<file path="src/rtl/mem_arbiter_pkg.sv">
// Shared types for the fetch/data memory arbiter: FSM state and the latched downstream request.
package mem_arbiter_pkg;

    typedef enum logic [1:0] {
        IDLE    = 2'd0,
        SERVE_I = 2'd1,
        SERVE_D = 2'd2,
        DROP_I  = 2'd3
    } arb_state_t;

    typedef struct packed {
        logic [31:0] addr;
        logic [31:0] wdata;
        logic [3:0]  mbe;
        logic        rd;
        logic        wr;
    } arb_req_t;

endpackage

</file>
<file path="src/rtl/mem_arbiter.sv">
// mem_arbiter: muxes fetch and LSQ word ports onto one memory port; grant 1 cycle after request,
// response passed through combinationally, one IDLE bubble per transaction; requesters hold level until resp.
// Build option MEM_ARB_RR_EN: strict round-robin replaces data priority plus fetch starvation counter.
module mem_arbiter
    import mem_arbiter_pkg::*;
#(
    parameter int unsigned STARVE_LIMIT = 8
) (
    input  logic        clk,
    input  logic        rst,
    input  logic        flush_ip,
    input  logic        instr_read,
    input  logic [31:0] instr_mem_address,
    output logic        instr_mem_resp,
    output logic [31:0] instr_mem_rdata,
    input  logic        data_read,
    input  logic        data_write,
    input  logic [3:0]  data_mbe,
    input  logic [31:0] data_mem_address,
    input  logic [31:0] data_mem_wdata,
    output logic        data_mem_resp,
    output logic [31:0] data_mem_rdata,
    output logic        mem_read,
    output logic        mem_write,
    output logic [3:0]  mem_mbe,
    output logic [31:0] mem_address,
    output logic [31:0] mem_wdata,
    input  logic        mem_resp,
    input  logic [31:0] mem_rdata
);

    arb_state_t state_q, state_d;
    arb_req_t   req_q, req_d;
    logic       data_req;
    logic       data_win;

`ifdef MEM_ARB_RR_EN
    logic last_grant_q, last_grant_d;
`else
    localparam int unsigned    CNT_W      = $clog2(STARVE_LIMIT + 1);
    localparam logic [CNT_W-1:0] STARVE_MAX = CNT_W'(STARVE_LIMIT);
    logic [CNT_W-1:0] starve_q, starve_d;
`endif

    assign data_req = data_read | data_write;

    always_comb begin
        state_d         = state_q;
        req_d           = req_q;
        instr_mem_resp  = 1'b0;
        instr_mem_rdata = '0;
        data_mem_resp   = 1'b0;
        data_mem_rdata  = '0;
        mem_read        = 1'b0;
        mem_write       = 1'b0;
        mem_mbe         = '0;
        mem_address     = '0;
        mem_wdata       = '0;
`ifdef MEM_ARB_RR_EN
        last_grant_d    = last_grant_q;
        data_win        = data_req && (!instr_read || !last_grant_q);
`else
        starve_d        = starve_q;
        data_win        = data_req && (!instr_read || (starve_q < STARVE_MAX));
`endif

        unique case (state_q)
            IDLE: begin
`ifndef MEM_ARB_RR_EN
                // Counts only data wins that left a fetch waiting; anything else restarts the count.
                if (!instr_read || !data_win) begin
                    starve_d = '0;
                end else if (starve_q != STARVE_MAX) begin
                    starve_d = starve_q + 1'b1;
                end
`endif
                if (data_win) begin
                    state_d     = SERVE_D;
                    req_d.addr  = data_mem_address;
                    req_d.wdata = data_mem_wdata;
                    req_d.mbe   = data_mbe;
                    req_d.rd    = data_read & ~data_write;
                    req_d.wr    = data_write;
`ifdef MEM_ARB_RR_EN
                    last_grant_d = 1'b1;
`endif
                end else if (instr_read) begin
                    state_d     = SERVE_I;
                    req_d.addr  = instr_mem_address;
                    req_d.wdata = '0;
                    req_d.mbe   = 4'hF;
                    req_d.rd    = 1'b1;
                    req_d.wr    = 1'b0;
`ifdef MEM_ARB_RR_EN
                    last_grant_d = 1'b0;
`endif
                end
            end
            SERVE_D: begin
                mem_read    = req_q.rd;
                mem_write   = req_q.wr;
                mem_mbe     = req_q.mbe;
                mem_address = req_q.addr;
                mem_wdata   = req_q.wdata;
                if (mem_resp) begin
                    data_mem_resp  = 1'b1;
                    data_mem_rdata = mem_rdata;
                    state_d        = IDLE;
                end
            end
            SERVE_I, DROP_I: begin
                // A flushed fetch keeps the downstream read alive until it completes, then discards it.
                mem_read    = 1'b1;
                mem_mbe     = req_q.mbe;
                mem_address = req_q.addr;
                if (mem_resp) begin
                    state_d = IDLE;
                    if (state_q == SERVE_I && !flush_ip) begin
                        instr_mem_resp  = 1'b1;
                        instr_mem_rdata = mem_rdata;
                    end
                end else if (flush_ip) begin
                    state_d = DROP_I;
                end
            end
            default: state_d = IDLE;
        endcase
    end

    always_ff @(posedge clk) begin
        if (!rst) begin
            state_q      <= IDLE;
            req_q        <= '0;
`ifdef MEM_ARB_RR_EN
            last_grant_q <= 1'b0;
`else
            starve_q     <= '0;
`endif
        end else begin
            state_q      <= state_d;
            req_q        <= req_d;
`ifdef MEM_ARB_RR_EN
            last_grant_q <= last_grant_d;
`else
            starve_q     <= starve_d;
`endif
        end
    end

    a_no_read_and_write: assert property (@(posedge clk) disable iff (!rst)
        !(state_q == IDLE && data_read && data_write));

endmodule

</file>
<file path="config.mk">
export PLATFORM = sky130hd
export DESIGN_NAME = mem_arbiter
export DESIGN_NICKNAME = d
export VERILOG_FILES = /design/src/rtl/mem_arbiter_pkg.sv /design/src/rtl/mem_arbiter.sv
export SDC_FILE = /design/constraint.sdc
export NUM_CORES = 1
export LEC_CHECK = 0
export BUFFER_PORTS_ARGS = -buffer_cell sky130_fd_sc_hd__buf_4
export CAP_MARGIN = 10
export CORE_AREA = 2 2 106 108
export CTS_CLUSTER_SIZE = 25
export DETAILED_ROUTE_END_ITERATION = 10
export DIE_AREA = 0 0 108 110
export GPL_ROUTABILITY_DRIVEN = 0
export GPL_TIMING_DRIVEN = 0
export PLACE_DENSITY = 0.74
export SLEW_MARGIN = 20
export SYNTH_ARGS = -nofsm -noshare
export SYNTH_HDL_FRONTEND = slang
export SYNTH_SLANG_ARGS = --single-unit
</file>
<file path="constraint.sdc">
create_clock -name clk -period 2.2 [get_ports clk]
set_input_delay 0.44 -clock clk [delete_from_list [all_inputs] [get_ports clk]]
set_output_delay 0.44 -clock clk [all_outputs]
set_load 0.05 [all_outputs]
</file>
==> run metrics, run 1 <==
count of different cell masters after synthesis=31; Worst Max-Slew Pin Slew=599 ps; Mapped Cells=537; DP Wirelength=approximately 12 mm; Gate power share=~34%; Hold Vio Cnt, Final=0; Yosys reg bits=76; CP endpoint kind=output port; Critical Path Start=state_q[1]$_SDFFE_PN0P_; H-Tree Level Count=3; Critical-path top delay cell=dfxtp_4; Buffers on Ports=274; Synth Cell Area=4080 µm²; crit path time final=2130 ps; sw frac=35.6%; Tot GR Track Use=24.4%; most common cell in the netlist=and2_1; R2R setup slack=390 ps; DR vias=4960; FFs w/ async S/R, synth=0%; critical path cell sequence=or2_1 -> buf_6 -> buf_2 -> and2_1 -> buf_4; synth cell count leaders=and2_1 (102), dfxtp_1 (76), a21oi_1 (72); # clock sinks=76; CTS Buffer Depth=2; max_slew headroom=59.9%; worst r2r path cells=4; CP endpoint=mem_address[3]; top cell type's share of synthesized area=37.3%; Worst-Skew Late Latency=340 ps; syn nets=678; clk slew on worst S/H paths=80 ps; Psw=0.00145 W; period utilization=96.9%; CP max FO=10; yosys warns=0; Routed Antenna Nets=0; max-slew violations=0; vias in the first global route=4662; clock root cell=clkbuf_8; Pint=about 0.0026 W; endpoint arrival time on the critical path=1690 ps; fillers=994; # nets final=963; Die Ht=110 µm; Rows=38; EDFF count, synth=0; hold crit path type=input pin to flop; LEAKAGE=3.24 nW; CP Launch Type=flop; initial core utilization=38.2%; worst reg2reg path endpoint=req_q[57]$_SDFFE_PN0P_; I/O Pins=275; FMAX=around 470 MHz; final worst slack=just under 70 ps; Critical Path Max Stage Delay=380 ps; Seq/Total Area, Yosys=a little under two fifths; CTS tree=built; status=completed; CTS buffer count=9; WS Path Type=flop to output port; drt pass-1 iters=4; antenna violations before repair=0; Post-Route WL=15.6 mm; power per cell area=between 600 and 700 nW/µm²; first-pass GRT wire length=23.1 mm; WP data required=between 1500 and 2000 ps; pre-CTS setup slack=-119 ps; via-per-instance ratio=about 5.1; Most used DFF post-synth=dfxtp_1; synth-to-layout area growth=61.1%; die area=11900 µm²; WL/cell=between 15 and 20 µm; fraction of layout cells with a size suffix above 1=40.0%; Area contributors post-synth=dfxtp_1 (37%), and2_1 (16%), a21oi_1 (8.8%); Core Region=10700 µm²; Clk network pwr share=27.3%; total congestion overflow=0; antenna cells=0; Layout Skew=10.6 ps; Setup Viol. Count Final=0; # DRC=0; 1st-iter DRT viols=~300; synthesized area per cell=7.60 µm²; PnR Total Power=between 0.004 and 0.005 W; hold path start=data_mbe[2]; die width=108 µm; cell accounting for the most synthesized area=dfxtp_1; reg-to-reg critical path startpoint=state_q[1]$_SDFFE_PN0P_; Max VDD drop=approximately 0.36 mV; max_cap viols=0; largest net degree at the start of global routing=14; part of the power in registers=38.8%; CTS Hold Buffers Added=0
==> metal layers <==
metal / global-route usage (%) / vias to the layer above / part of all wire, %
met4: 5.95 / 0 / 1.0
met5: 0 / - / 0
li1: - / 2442 / -
met3: 5.82 / 14 / 7.5
met2: 41.0 / 185 / 50
met1: 31.7 / 2319 / 42
==> critical path: cells and delay by family, from the launching register on <==
kind          cells  cell delay [ps]
buf+inv           3              530
flops             1              380
simple gates      2              440
==> area by class of cell <==
type	instances	area [µm²]	share of cell area (%)
clock buffers	11	151	2.30
multi-input cells	403	2320	35.3
flip-flops and latches	76	1530	23.2
well taps	140	175	2.66
clock inverters	5	58.8	0.894
repair buffers	274	2060	31.3
inverters	3	11.3	0.171
plain buffers	55	267	4.05
==> what timing repair did <==
| action | in CTS | in global routing |
|---|---|---|
| setup endpoints to repair | 122 | 90 |
| buffers inserted | 0 | 0 |
| gates cloned | 0 | 0 |
| gates resized for setup | 20 | 11 |
| pin swaps | 0 | 0 |
==> cell usage in the layout (no fill, tap or decap), drive strengths merged, types with 32 or more instances in the layout <==
master,Yosys,final
dfxtp,76,76
a21oi,72,72
and3,33,33
clkbuf,40,46
nand2,70,70
nand3,34,34
and2,102,102
a311oi,32,32
o21ai,33,33
buf,15,294
==> power by group through the flow <==
stage | clock (W) | sequential [W] | combinational [W]
2_1_floorplan | 0 | 0.00159 | 0.000848
3_3_place_gp | 0 | 0.00160 | 0.00135
3_5_place_dp | 0 | 0.00161 | 0.00136
4_1_cts | 0.00114 | 0.00158 | 0.00138
5_1_grt | 0.00119 | 0.00160 | 0.00148
6_report | 0.00111 | 0.00158 | 0.00138
==> stage by stage <==
stage / hold slack [ps] / std cells / instance area [µm²] / util, % / TNS, ps
5_1_grt: 354 / 967 / 6580 / 61.5 / -1.29
2_1_floorplan: 445 / 537 / 4080 / - / 0
6_report: 358 / 967 / 6580 / 61.5 / 0
3_3_place_gp: 452 / 951 / 6320 / 59.0 / -1710
4_1_cts: 348 / 967 / 6560 / 61.3 / 0
3_5_place_dp: 460 / 951 / 6320 / 59.0 / -2180
==> kinds of logic after synthesis <==
kind of cell	count (synthesis)	synth area share, %
AOI/OAI and AO/OA	146	22.0
adders and majority gates	2	0.613
buffers and inverters	58	5.98
DFF	76	37.3
and+or+nand+nor	255	34.1
==> registers in the layout, summed over array words and instances, names as in the netlist <==
signal / cells
req_q: 70
starve_q: 4
state_q: 2
==> worst min path at each step <==
stage,endpoint,cells after the start
after CTS,req_q[12]$_SDFFE_PN0P_,3
after global placement,req_q[32]$_SDFFE_PN0P_,2
after detailed placement,req_q[32]$_SDFFE_PN0P_,2
after floorplan,req_q[10]$_SDFFE_PN0P_,2
final,req_q[4]$_SDFFE_PN0P_,2
after global routing,req_q[15]$_SDFFE_PN0P_,3
Power figures use the tool's default switching activity.
==> run 2, diff against run 1 <==
Settings changed: CORE_AREA 2 2 106 108 to 2 2 108 110, DIE_AREA 0 0 108 110 to 0 0 110 112, PLACE_DENSITY 0.74 to 0.72.
Clock period 2.2 ns to 2.35 ns, I/O delays scaled along.
==> run metrics, run 2 (synthesized netlist as in run 1, its figures left out) <==
Routed Antenna Nets=0; fillers=1021; vias in the first global route=4894; largest net degree at the start of global routing=14; period utilization=93.9%; worst hold margin=402 ps; DP Wirelength=12.2 mm; endpoint arrival time on the critical path=approximately 1700 ps; RSZ-0062 raised after global routing=no; Worst-Skew Late Latency=~330 ps; LEAKAGE=3.31 nW; die width=110 µm; # clock sinks=76; H-Tree Level Count=3; final worst slack=143 ps; most common cell after layout, fill and taps aside=buf_4; antenna violations before repair=0; FMAX=approximately 450 MHz; CP max FO=10; Buffers on Ports=approximately 270; I/O Pins=~280; final instance area=6720 µm²; Hold Vio Cnt, Final=0; Rows=39; critical path cell sequence=nor2b_2 -> clkbuf_4 -> clkbuf_2 -> and2_1 -> buf_4; Most flops, register=req_q; antenna cells=0; biggest regs=req_q (70), starve_q (4), state_q (2); WS Path Type=flop to output port; CTS Buffer Depth=2; drt pass-1 iters=4; CTS tree=built; first-pass GRT wire length=roughly 24 mm; status=completed; CP Launch Type=flop; PnR Total Power=approximately 0.0044 W; hold crit path type=input pin to flop; Tot GR Track Use=24.4%; Layout Skew=6.50 ps; DR vias=4972; dpl cell area=6320 µm²; clk slew on worst S/H paths=60 ps; CTS buffer count=9; pre-CTS setup slack=10.0 ps; Max VDD drop=0.394 mV; # nets final=963; Critical Path Max Stage Delay=~380 ps; max_slew headroom=54.9%; clock root cell=clkbuf_16; CTS Hold Buffers Added=0; Worst Max-Slew Pin Slew=674 ps; power per cell area=662 nW/µm²; CP endpoint kind=output port; max-slew violations=0; WL/cell=between 15 and 20 µm; via-per-instance ratio=between 5 and 6; max FFs per register=70; fraction of layout cells with a size suffix above 1=40.0%; WP data required=1880 ps; # DRC=0; max_cap viols=0; 1st-iter DRT viols=between 200 and 300; initial core utilization=between 30% and 40%; Critical-path top delay cell=dfxtp_2; Setup Viol. Count Final=0; total congestion overflow=0; crit path time final=approximately 2200 ps; Die Ht=112 µm; Post-Route WL=15.4 mm; Core Region=between 10000 and 15000 µm²; most frequent cells in the layout=buf_4 (277), and2_1 (102), dfxtp_1 (74); synth-to-layout area growth=64.5%; die area=12300 µm²
[run 2: metal layers]
| layer | wire, µm | global-route usage (%) |
|---|---|---|
| met1 | 6620 | 31.4 |
| met2 | 7230 | 39.5 |
| met3 | 1270 | 6.73 |
| met4 | 267 | 7.17 |
| met5 | 0 | 0 |
[run 2: final timing paths]
check / start / to / slack, ps / cells after the start
min: data_mbe[3] / req_q[5]$_SDFFE_PN0P_ / 400 / 2
max: state_q[1]$_SDFFE_PN0P_ / mem_wdata[7] / 140 / 5
min reg2reg: req_q[29]$_SDFFE_PN0P_ / req_q[29]$_SDFFE_PN0P_ / 470 / 2
max reg2reg: state_q[1]$_SDFFE_PN0P_ / req_q[67]$_SDFFE_PN0P_ / 500 / 4
[run 2: power by group]
group | internal (W) | total [W] | switching, W
clock network | 0.00114 | 0.00168 | 0.000535
registers | 0.00142 | 0.00148 | 0.0000607
logic | 0.000488 | 0.00129 | 0.000800
total | 0.00305 | 0.00445 | 0.00140
[run 2: worst max-delay path, delay by kind of cell (launching register included)]
family / cells / cell delay, ps
flip-flops: 1 / 380
AND/OR/NAND/NOR: 2 / 380
buffers and inverters: 3 / 650
[run 2: layout make-up]
type                    instances  area, µm²  share of cell area, %
plain buffers                  55        260                   3.88
clock buffers                   9        225                   3.35
clock inverters                 7        139                   2.07
inverters                       3       11.3                  0.168
multi-input cells             403       2320                   34.5
flip-flops and latches         76       1520                   22.7
well taps                     143        179                   2.66
repair buffers                274       2060                   30.6
[run 2: what timing repair did]
| action | in CTS | in global routing |
|---|---|---|
| buffers inserted | 0 | 0 |
| gates resized for setup | 11 | 13 |
| endpoints found under the setup margin | 77 | 84 |
[run 2: through the flow]
step,setup TNS (ps),util (%),cells
finish,0,60.1,970
global route,0,60.1,970
CTS,-7.96,60.0,970
detailed placement,0,56.6,954
global placement,-4.97,56.6,954
floorplan,0,-,537
==> run 3, diff against run 2 <==
Settings changed: RECOVER_POWER set to 100.
==> run metrics, run 3 (synthesized netlist as in run 1, its figures left out) <==
status=completed; 1st-iter DRT viols=approximately 240; worst r2r path cells=4; Critical Path Start=state_q[1]$_SDFFE_PN0P_; biggest regs=req_q (70), starve_q (4), state_q (2); Hold Vio Cnt, Final=0; initial core utilization=36.5%; max FFs per register=70; Final Util=58.5%; worst reg2reg path endpoint=req_q[4]$_SDFFE_PN0P_; first-pass GRT wire length=23.8 mm; Tot GR Track Use=24.4%; power per cell area=676 nW/µm²; Post-Route WL=approximately 15 mm; clk slew on worst S/H paths=approximately 60 ps; total congestion overflow=0; I/O Pins=about 280; fraction of layout cells with a size suffix above 1=39.7%; reg-to-reg critical path startpoint=state_q[1]$_SDFFE_PN0P_; R2R setup slack=~350 ps; CP endpoint=data_mem_rdata[12]; die width=110 µm; Die Ht=112 µm; clock root cell=clkbuf_16; Most flops, register=req_q; # DRC=0; FMAX=450 MHz; final instance area=around 6500 µm²; CP max FO=10; crit path time final=~2200 ps; Core Region=11200 µm²; Worst Max-Slew Pin Slew=692 ps; max-slew violations=0; WP data required=1880 ps; synth-to-layout area growth=60.2%; DP Wirelength=12.2 mm; max_cap viols=0; CTS Hold Buffers Added=0; endpoint arrival time on the critical path=~1800 ps; Layout Skew=approximately 7.5 ps; Buffers on Ports=274; Rows=39; WS Path Type=flop to output port; # clock sinks=76; CP endpoint kind=output port; hold crit path type=input pin to flop; most common cell after layout, fill and taps aside=buf_4; vias in the first global route=4894; CTS tree=built; Setup Viol. Count Final=0; CTS Buffer Depth=2; worst hold margin=402 ps; dpl cell area=6320 µm²; most frequent cells in the layout=buf_4 (171), and2_1 (95), dfxtp_1 (74); antenna cells=0; H-Tree Level Count=3; CTS buffer count=9; die area=12300 µm²; LEAKAGE=around 3.2 nW; RSZ-0062 raised after global routing=no; WL/cell=15.8 µm; Max VDD drop=0.399 mV; Routed Antenna Nets=0; postcts setup bufs=0; # nets final=between 900 and 1000; antenna violations before repair=0; largest net degree at the start of global routing=14; Worst-Skew Late Latency=roughly 330 ps; DR vias=just under 5000; drt pass-1 iters=5; PnR Total Power=0.00442 W; max_slew headroom=53.7%; period utilization=94.6%; fillers=approximately 1100; via-per-instance ratio=5.11; CP Launch Type=flop
## run 3: cell types whose count changed in the layout (fill, tap and decap cells not counted), sizes merged
cell / before / now
buf: 288 / 195
clkbuf: 50 / 143
## run 3: worst max-delay path: stages (launching register included)
cell and delay (ps):
dfxtp_2 380, nor2b_2 200, clkbuf_1 310, and3_1 250, clkbuf_2 290
## run 3: worst min path at each step
| stage | from | end | slack [ps] | cells after the start |
|---|---|---|---|---|
| 3_3_place_gp | req_q[17]$_SDFFE_PN0P_ | req_q[17]$_SDFFE_PN0P_ | 450 | 2 |
| 4_1_cts | data_mbe[3] | req_q[5]$_SDFFE_PN0P_ | 400 | 2 |
| 2_1_floorplan | req_q[10]$_SDFFE_PN0P_ | req_q[10]$_SDFFE_PN0P_ | 440 | 2 |
| 5_1_grt | data_mbe[0] | req_q[2]$_SDFFE_PN0P_ | 400 | 2 |
| 3_5_place_dp | req_q[34]$_SDFFE_PN0P_ | req_q[34]$_SDFFE_PN0P_ | 460 | 2 |
| 6_report | data_mbe[3] | req_q[5]$_SDFFE_PN0P_ | 400 | 2 |
## run 3: per-layer routing
metal / wire length [µm] / vias to the layer above / global-route usage [%] / share of wire, %
li1: - / 2447 / - / -
met1: 6590 / 2288 / 31.4 / 43
met2: 7200 / 201 / 39.5 / 47
met3: 1250 / 20 / 6.73 / 8.2
met4: 245 / 0 / 7.17 / 1.6
met5: 0 / - / 0 / 0
## run 3: report_power, final
| group | internal, W | switching [W] | leakage, nW |
|---|---|---|---|
| registers | 0.00142 | 0.0000609 | 0.629 |
| logic | 0.000459 | 0.000797 | 2.43 |
| clock network | 0.00114 | 0.000538 | 0.179 |
## run 3: timing repair
action	4_1_cts	5_1_grt
gates resized for setup	11	13
pin swaps	0	0
setup endpoints to repair	77	84
## run 3: final cells by class
cell class | instances | area [µm²] | share of cell area (%)
clock buffer | 9 | 225 | 3.44
sequential | 76 | 1520 | 23.3
timing repair buffer | 274 | 1890 | 28.9
buffer | 55 | 254 | 3.88
clock inverter | 7 | 139 | 2.12
tap | 143 | 179 | 2.74
inverter | 3 | 11.3 | 0.172
multi-input combinational | 403 | 2320 | 35.5
## run 3: per-stage QoR
| step | setup WS (ps) | std cells | setup TNS [ps] |
|---|---|---|---|
| detailed placement | 10.0 | 954 | 0 |
| floorplan | 274 | 537 | 0 |
| global placement | -4.97 | 954 | -4.97 |
| global route | 23.3 | 970 | 0 |
| CTS | -5.10 | 970 | -7.96 |
| finish | 126 | 970 | 0 |
